$ cat config.mk
export PLATFORM = sky130hd
export DESIGN_NAME = mem_sched
export DESIGN_NICKNAME = d
export VERILOG_FILES = /design/src/rtl/mem_sched_pkg.sv /design/src/rtl/mem_sched_fifo.sv /design/src/rtl/mem_sched.sv
export SDC_FILE = /design/constraint.sdc
export NUM_CORES = 1
export LEC_CHECK = 0
export CORE_MARGIN = 2
export CORE_UTILIZATION = 47
export DETAILED_ROUTE_END_ITERATION = 10
export GPL_TIMING_DRIVEN = 0
export PLACE_DENSITY = 0.76
export SYNTH_ARGS = -nofsm -noshare
export SYNTH_HDL_FRONTEND = slang
export SYNTH_HIERARCHICAL = 1
export SYNTH_SLANG_ARGS = --single-unit
export TNS_END_PERCENT = 10
$ cat constraint.sdc
create_clock -name clk -period 3.65 [get_ports clk]
set_input_delay 0.9125 -clock clk [delete_from_list [all_inputs] [get_ports clk]]
set_output_delay 0.9125 -clock clk [all_outputs]
set_load 0.02 [all_outputs]
$ cat src/rtl/mem_sched_pkg.sv
// mem_sched_pkg: shared types and constants for the memory scheduler
package mem_sched_pkg;
  typedef enum logic {IDLE, BUSY} state_t;
  typedef enum logic [1:0] {SRC_PPU, SRC_CPU, SRC_LDR} src_t;
  localparam int ERR_TIMEOUT = 0;
  localparam int ERR_OVERRUN = 1;
  localparam logic [7:0] RD_FILL = 8'hFF;
endpackage

$ cat src/rtl/mem_sched_fifo.sv
// mem_sched_fifo: 2-entry loader write buffer; full is a plain flop bit so it can drive ioctl_wait
module mem_sched_fifo #(
  parameter int W = 30
) (
  input  logic         clk,
  input  logic         reset,
  input  logic         push,
  input  logic         pop,
  input  logic [W-1:0] wdata,
  output logic [W-1:0] rdata,
  output logic         full,
  output logic         empty
);
  logic [W-1:0] mem [2];
  logic wp, rp, do_push, do_pop;
  logic [1:0] cnt;
  assign full = cnt[1];
  assign empty = cnt == 2'd0;
  assign rdata = mem[rp];
  assign do_push = push && !full;
  assign do_pop = pop && !empty;
  always_ff @(posedge clk or posedge reset)
    if (reset) begin
      mem[0] <= '0;
      mem[1] <= '0;
      wp <= 1'b0;
      rp <= 1'b0;
      cnt <= 2'd0;
    end else begin
      if (do_push) begin
        mem[wp] <= wdata;
        wp <= !wp;
      end
      if (do_pop) rp <= !rp;
      cnt <= cnt + 2'(do_push) - 2'(do_pop);
    end
endmodule

$ cat src/rtl/mem_sched.sv
// mem_sched: arbitrates CPU, PPU and loader accesses onto one req/ack memory port
module mem_sched
  import mem_sched_pkg::*;
#(
  parameter int ADDR_W  = 22,
  parameter int TIMEOUT = 15
) (
  input  logic              clk,
  input  logic              reset,
  input  logic              downloading,
  input  logic              ldr_wr,
  input  logic [ADDR_W-1:0] ldr_addr,
  input  logic [7:0]        ldr_data,
  output logic              ldr_wait,
  input  logic              cpu_rd,
  input  logic              cpu_wr,
  input  logic [ADDR_W-1:0] cpu_addr,
  input  logic [7:0]        cpu_dout,
  output logic [7:0]        cpu_din,
  output logic              cpu_done,
  input  logic              ppu_rd,
  input  logic [ADDR_W-1:0] ppu_addr,
  output logic [7:0]        ppu_din,
  output logic              ppu_done,
  output logic              ram_req,
  output logic              ram_we,
  output logic [ADDR_W-1:0] ram_addr,
  output logic [7:0]        ram_din,
  input  logic              ram_ack,
  input  logic [7:0]        ram_dout,
  output logic [1:0]        err
);
  state_t state;
  src_t cur, win;
  logic [3:0] wd;
  logic cpu_v, cpu_we, ppu_v;
  logic [ADDR_W-1:0] cpu_a, ppu_a, ldr_a;
  logic [7:0] cpu_d, ldr_d, rd;
  logic [ADDR_W+7:0] f_q;
  logic f_full, f_empty, f_pop, any, grant, fin, cpu_ld, ppu_ld, cpu_ovr, ppu_ovr;
  mem_sched_fifo #(.W(ADDR_W + 8)) u_fifo (
    .clk  (clk),
    .reset(reset),
    .push (ldr_wr),
    .pop  (f_pop),
    .wdata({ldr_addr, ldr_data}),
    .rdata(f_q),
    .full (f_full),
    .empty(f_empty)
  );
  assign {ldr_a, ldr_d} = f_q;
  assign ldr_wait = f_full;
  assign cpu_ld = (cpu_rd || cpu_wr) && !downloading;
  assign ppu_ld = ppu_rd && !downloading;
  assign any = !f_empty || (!downloading && (cpu_v || ppu_v));
  assign win = downloading ? SRC_LDR : ppu_v ? SRC_PPU : cpu_v ? SRC_CPU : SRC_LDR;
  assign grant = state == IDLE && any;
  assign fin = state == BUSY && (ram_ack || wd == 4'(TIMEOUT));
  assign f_pop = fin && cur == SRC_LDR;
  assign rd = ram_ack ? ram_dout : RD_FILL;
  // a slot handed to the memory port this cycle is no longer pending, so reloading it is not an overrun
  assign cpu_ovr = cpu_ld && cpu_v && !(grant && win == SRC_CPU);
  assign ppu_ovr = ppu_ld && ppu_v && !(grant && win == SRC_PPU);
  always_ff @(posedge clk or posedge reset)
    if (reset) begin
      state <= IDLE;
      cur <= SRC_PPU;
      wd <= 4'd0;
      cpu_v <= 1'b0;
      cpu_we <= 1'b0;
      cpu_a <= '0;
      cpu_d <= 8'd0;
      ppu_v <= 1'b0;
      ppu_a <= '0;
      ram_req <= 1'b0;
      ram_we <= 1'b0;
      ram_addr <= '0;
      ram_din <= 8'd0;
      cpu_din <= 8'd0;
      ppu_din <= 8'd0;
      cpu_done <= 1'b0;
      ppu_done <= 1'b0;
      err <= 2'd0;
    end else begin
      cpu_done <= 1'b0;
      ppu_done <= 1'b0;
      if (cpu_ld) {cpu_v, cpu_we, cpu_a, cpu_d} <= {1'b1, cpu_wr, cpu_addr, cpu_dout};
      else if (grant && win == SRC_CPU) cpu_v <= 1'b0;
      if (ppu_ld) {ppu_v, ppu_a} <= {1'b1, ppu_addr};
      else if (grant && win == SRC_PPU) ppu_v <= 1'b0;
      if (cpu_ovr || ppu_ovr || (ldr_wr && f_full)) err[ERR_OVERRUN] <= 1'b1;
      case (state)
        IDLE: if (any) begin
          state <= BUSY;
          cur <= win;
          wd <= 4'd0;
          ram_req <= 1'b1;
          ram_we <= win == SRC_LDR || (win == SRC_CPU && cpu_we);
          ram_addr <= win == SRC_PPU ? ppu_a : win == SRC_CPU ? cpu_a : ldr_a;
          ram_din <= win == SRC_CPU ? cpu_d : ldr_d;
        end
        BUSY: if (fin) begin
          state <= IDLE;
          ram_req <= 1'b0;
          if (!ram_ack) err[ERR_TIMEOUT] <= 1'b1;
          if (cur == SRC_CPU) begin
            cpu_done <= 1'b1;
            if (!ram_we) cpu_din <= rd;
          end
          if (cur == SRC_PPU) begin
            ppu_done <= 1'b1;
            ppu_din <= rd;
          end
        end else wd <= wd + 4'd1;
      endcase
    end
endmodule

==> results.ini <==
[status]
status = completed

[place]
dp.cells = 973
dp_hpwl_mm = 14.8
placed_area_um2 = 9810
port_buffers = 150
gp_congestion = 0.829

[global_route]
grt_max_degree = 42
antenna_found_initial = 1
grt_pass1_vias = 5832
grt_pass1_wl_mm = 31.0
use_met2_pct = 37.8
grt_use_total_pct = 22.4
grt-ovfl-total = 0
use_met1_pct = 28.7
gr-usage-met3_pct = 4.08
busiest_layer = met2

[clock_network]
cts_buffers = 17
cts_resized = 0
h-tree-depth = 4
holdBufCountCts = 0
cts_buffer_depth = 2
cts_setup_buffers = 0
clock_sinks = 178
path_clk_slew_ps = 70
root_buffer = clkbuf_16
cts_tree = yes
clk_latency_ps = 430

[routing]
ant_nets = 0
via_count = 5427
drc = 0
wl_mm = 19.3
post_drt_via_cell_ratio = 5.40
routedWlPerCell_um = 19.2
firstDrtPassIters = 4
drt_iter0_drc = 322

[floorplan]
rows = 47
io_pins = 151
fp.dieW_um = 134
die_h_um = 134
core_region_area_um2 = 16600
start_util_pct = 48.1
die_area_um2 = 18000

[setup_path]
worstPathMaxFanout = 4
rrSetupSlack_ps = 1280
cp.arrival_ps = 2920
critPathLaunchType = primary input
path_cells = clkdlybuf4s50_1, a31o_2, nand2_1, nor3b_1, o21a_1, ha_1, inv_1, ha_1, xnor2_1, xnor2_1
r2r_start = state$_DFF_PP0_
required_ps = 4000
crit_slowest_cell = clkdlybuf4s50_1
path_delay_family = buffers and inverters
setup.worst_path.class = primary input to flip-flop
critPathBufInv = 2
r2r_cells = 9
rr_endpoint = u_fifo/cnt[1]$_DFF_PP0_
slowest_delay_ps = 520
critPathCaptureType = flip-flop

[cells_and_area]
drive_gt1_share_pct = 31.3
postLayoutCoreUtil_pct = 62.9
fin_area_um2 = 10400
fill_cells = 1263
layout.nets = 873
final_cells = 1005
syn2layout_area_growth_pct = 31.0
antenna_cells = 0

[timing]
setup_viol_count_final = 0
maxSlewHeadroom_pct = 38.9
max_freq_ghz = 0.388
finClkSkew_ps = 11.1
final_hold_viol_count = 0
drv_slew = 0
tightest_slew_ps = 915
min_period_ps = 2580
rsz0062_at_grt = no
setup-tns-final_ps = 0
post-route-period-util_pct = 70.6

[pwr]
power_leakage_uw = 0.00435
irDropWorstVdd_v = 0.000485
p_per_area_nw_per_um2 = 830

[run]
drv_cap = 0

[logic_synthesis]
avgSynthCellArea_um2 = 13.3
synth_top_area_share_pct = 55.9
synthAdderAreaFrac_pct = 0.471
synthMuxAreaShare_pct = 25.3
yosysUniqueCellTypes = 42
yosys.area_share.simple_pct = 7.40
synth.net_count = 701
synth_top_family_by_area = multiplexers
synthTopCellsByArea = dfrtp_1 56%, mux2_2 23%, a21oi_1 2.1%
synth_compound_area_share_pct = 7.24
synth_area_um2 = 7970
netlist_instances = 600
yosysWarnings = 6
seq_area_frac_synth_pct = 55.9
yosysTopAreaCell = dfrtp_1
synth_xor_area_share_pct = 0.440
ys_ff_latch = 178

[min_path]
hp-class = flip-flop to flip-flop
holdCritStartpoint = err[0]$_DFFE_PP0P_
min_to = err[0]$_DFFE_PP0P_
whs_path_depth = 1

## registers in the layout (all words and copies together) (netlist names), 4 cells and up
name,flops
cpu_a,22
wd,4
ram_addr,22
ram_din,8
cpu_din,8
ppu_din,8
ppu_a,22
u_fifo/mem,60
cpu_d,8
## worst max-delay path by stage
stage / from / to / slack [ps] / depth (start not counted)
finish: ram_ack / u_fifo/cnt[1]$_DFF_PP0_ / 1070 / 10
global route: ram_ack / u_fifo/cnt[1]$_DFF_PP0_ / 900 / 10
CTS: u_fifo/cnt[1]$_DFF_PP0_ / ldr_wait / 1080 / 1
detailed placement: ram_ack / u_fifo/cnt[1]$_DFF_PP0_ / 680 / 10
global placement: reset / u_fifo/mem[54]$_DFFE_PP0P_ / 190 / 2
floorplan: reset / u_fifo/cnt[0]$_DFF_PP0_ / 1140 / 1
## routing by layer
metal,wire length [um],vias to the layer above
met5,12,-
met4,514,2
met3,795,36
met2,9840,142
met1,8160,2750
li1,-,2497
## worst register-to-register path, stage by stage (launching register included)
cell	delay (ps)
dfrtp_1	420
clkbuf_1	430
nand2_1	260
nor3b_1	260
o21a_1	210
ha_1	240
inv_1	60
ha_1	150
xnor2_1	140
xnor2_1	130
## metrics by stage
step / hold WS [ps] / total power, uW / setup WS [ps]
after floorplan: 454 / 5370 / 1140
after global placement: 463 / 6560 / 191
after detailed placement: 464 / 6750 / 683
after CTS: 483 / 8700 / 1080
after global routing: 504 / 9110 / 895
final: 488 / 8660 / 1070
## layout by cell type, fill, tap and decap left out, types with 3 or more instances in the layout
master             n
a21oi_1           34
buf_1              3
buf_12             3
buf_2             15
buf_6              3
bufinv_16          4
clkbuf_1          17
clkbuf_16         17
clkbuf_8           4
clkdlybuf4s50_1  150
clkinv_2           3
clkinv_4           4
clkinvlp_4         3
dfrtp_1          178
ha_1               3
inv_1              7
mux2_2           162
mux2_4            10
nand2_1           17
nand2b_1          20
nand3_1            3
nand3b_1          11
nor2_1            24
nor3b_1            4
o21ai_0           21
o31ai_1           12
o32a_1            11
or3b_2            11
## synthesized netlist by cell type
cell type  number
a21o_1          1
and2b_1         1
nand2b_1       20
o22ai_1         1
nand3b_4        1
a21boi_0        1
inv_2           1
nor2_1         24
o21a_1          2
nand3b_1       11
buf_2          15
mux2_4         10
o211ai_1        1
xnor2_1         2
o31ai_1        12
dfrtp_1       178
mux2_2        162
a21oi_1        34
buf_1           3
clkbuf_1       16
o32a_1         11
nor3b_1         4
inv_1           9
mux2i_1         2
o221ai_1        2
buf_6           3
clkbuf_8        3
nor3b_4         1
a31o_2          1
o21ba_2         1
nor2b_1         2
xor2_1          2
nand3_1         3
or4_1           2
a31oi_1         1
or3b_2         11
nand2_1        17
nor3b_2         1
ha_1            3
o21ai_0        21
mux2_1          2
o21bai_1        2
## kinds of logic after synthesis
family / Yosys count
flip-flops: 178
multiplexers: 176
AND/OR/NAND/NOR: 98
AO/OA/AOI/OAI: 91
buffers and inverters: 50
XOR/XNOR: 4
adder cells (fa/ha/maj): 3
## report_power, final
part / switching, uW / leakage [uW] / internal [uW]
Combinational: 1670 / 0.00195 / 1860
Clock: 757 / 0.000303 / 1160
Sequential: 476 / 0.00209 / 2740
## layout make-up
type / count / area [um^2] / area share [%]
Tap cell: 220 / 275 / 2.64
Sequential cell: 178 / 4450 / 42.7
Buffer: 40 / 221 / 2.12
Clock buffer: 19 / 443 / 4.24
Inverter: 10 / 41.3 / 0.396
Timing Repair Buffer: 153 / 1560 / 15.0
Multi-Input combinational cell: 372 / 3260 / 31.2
Clock inverter: 13 / 185 / 1.77
(Power assumes the default switching activity.)
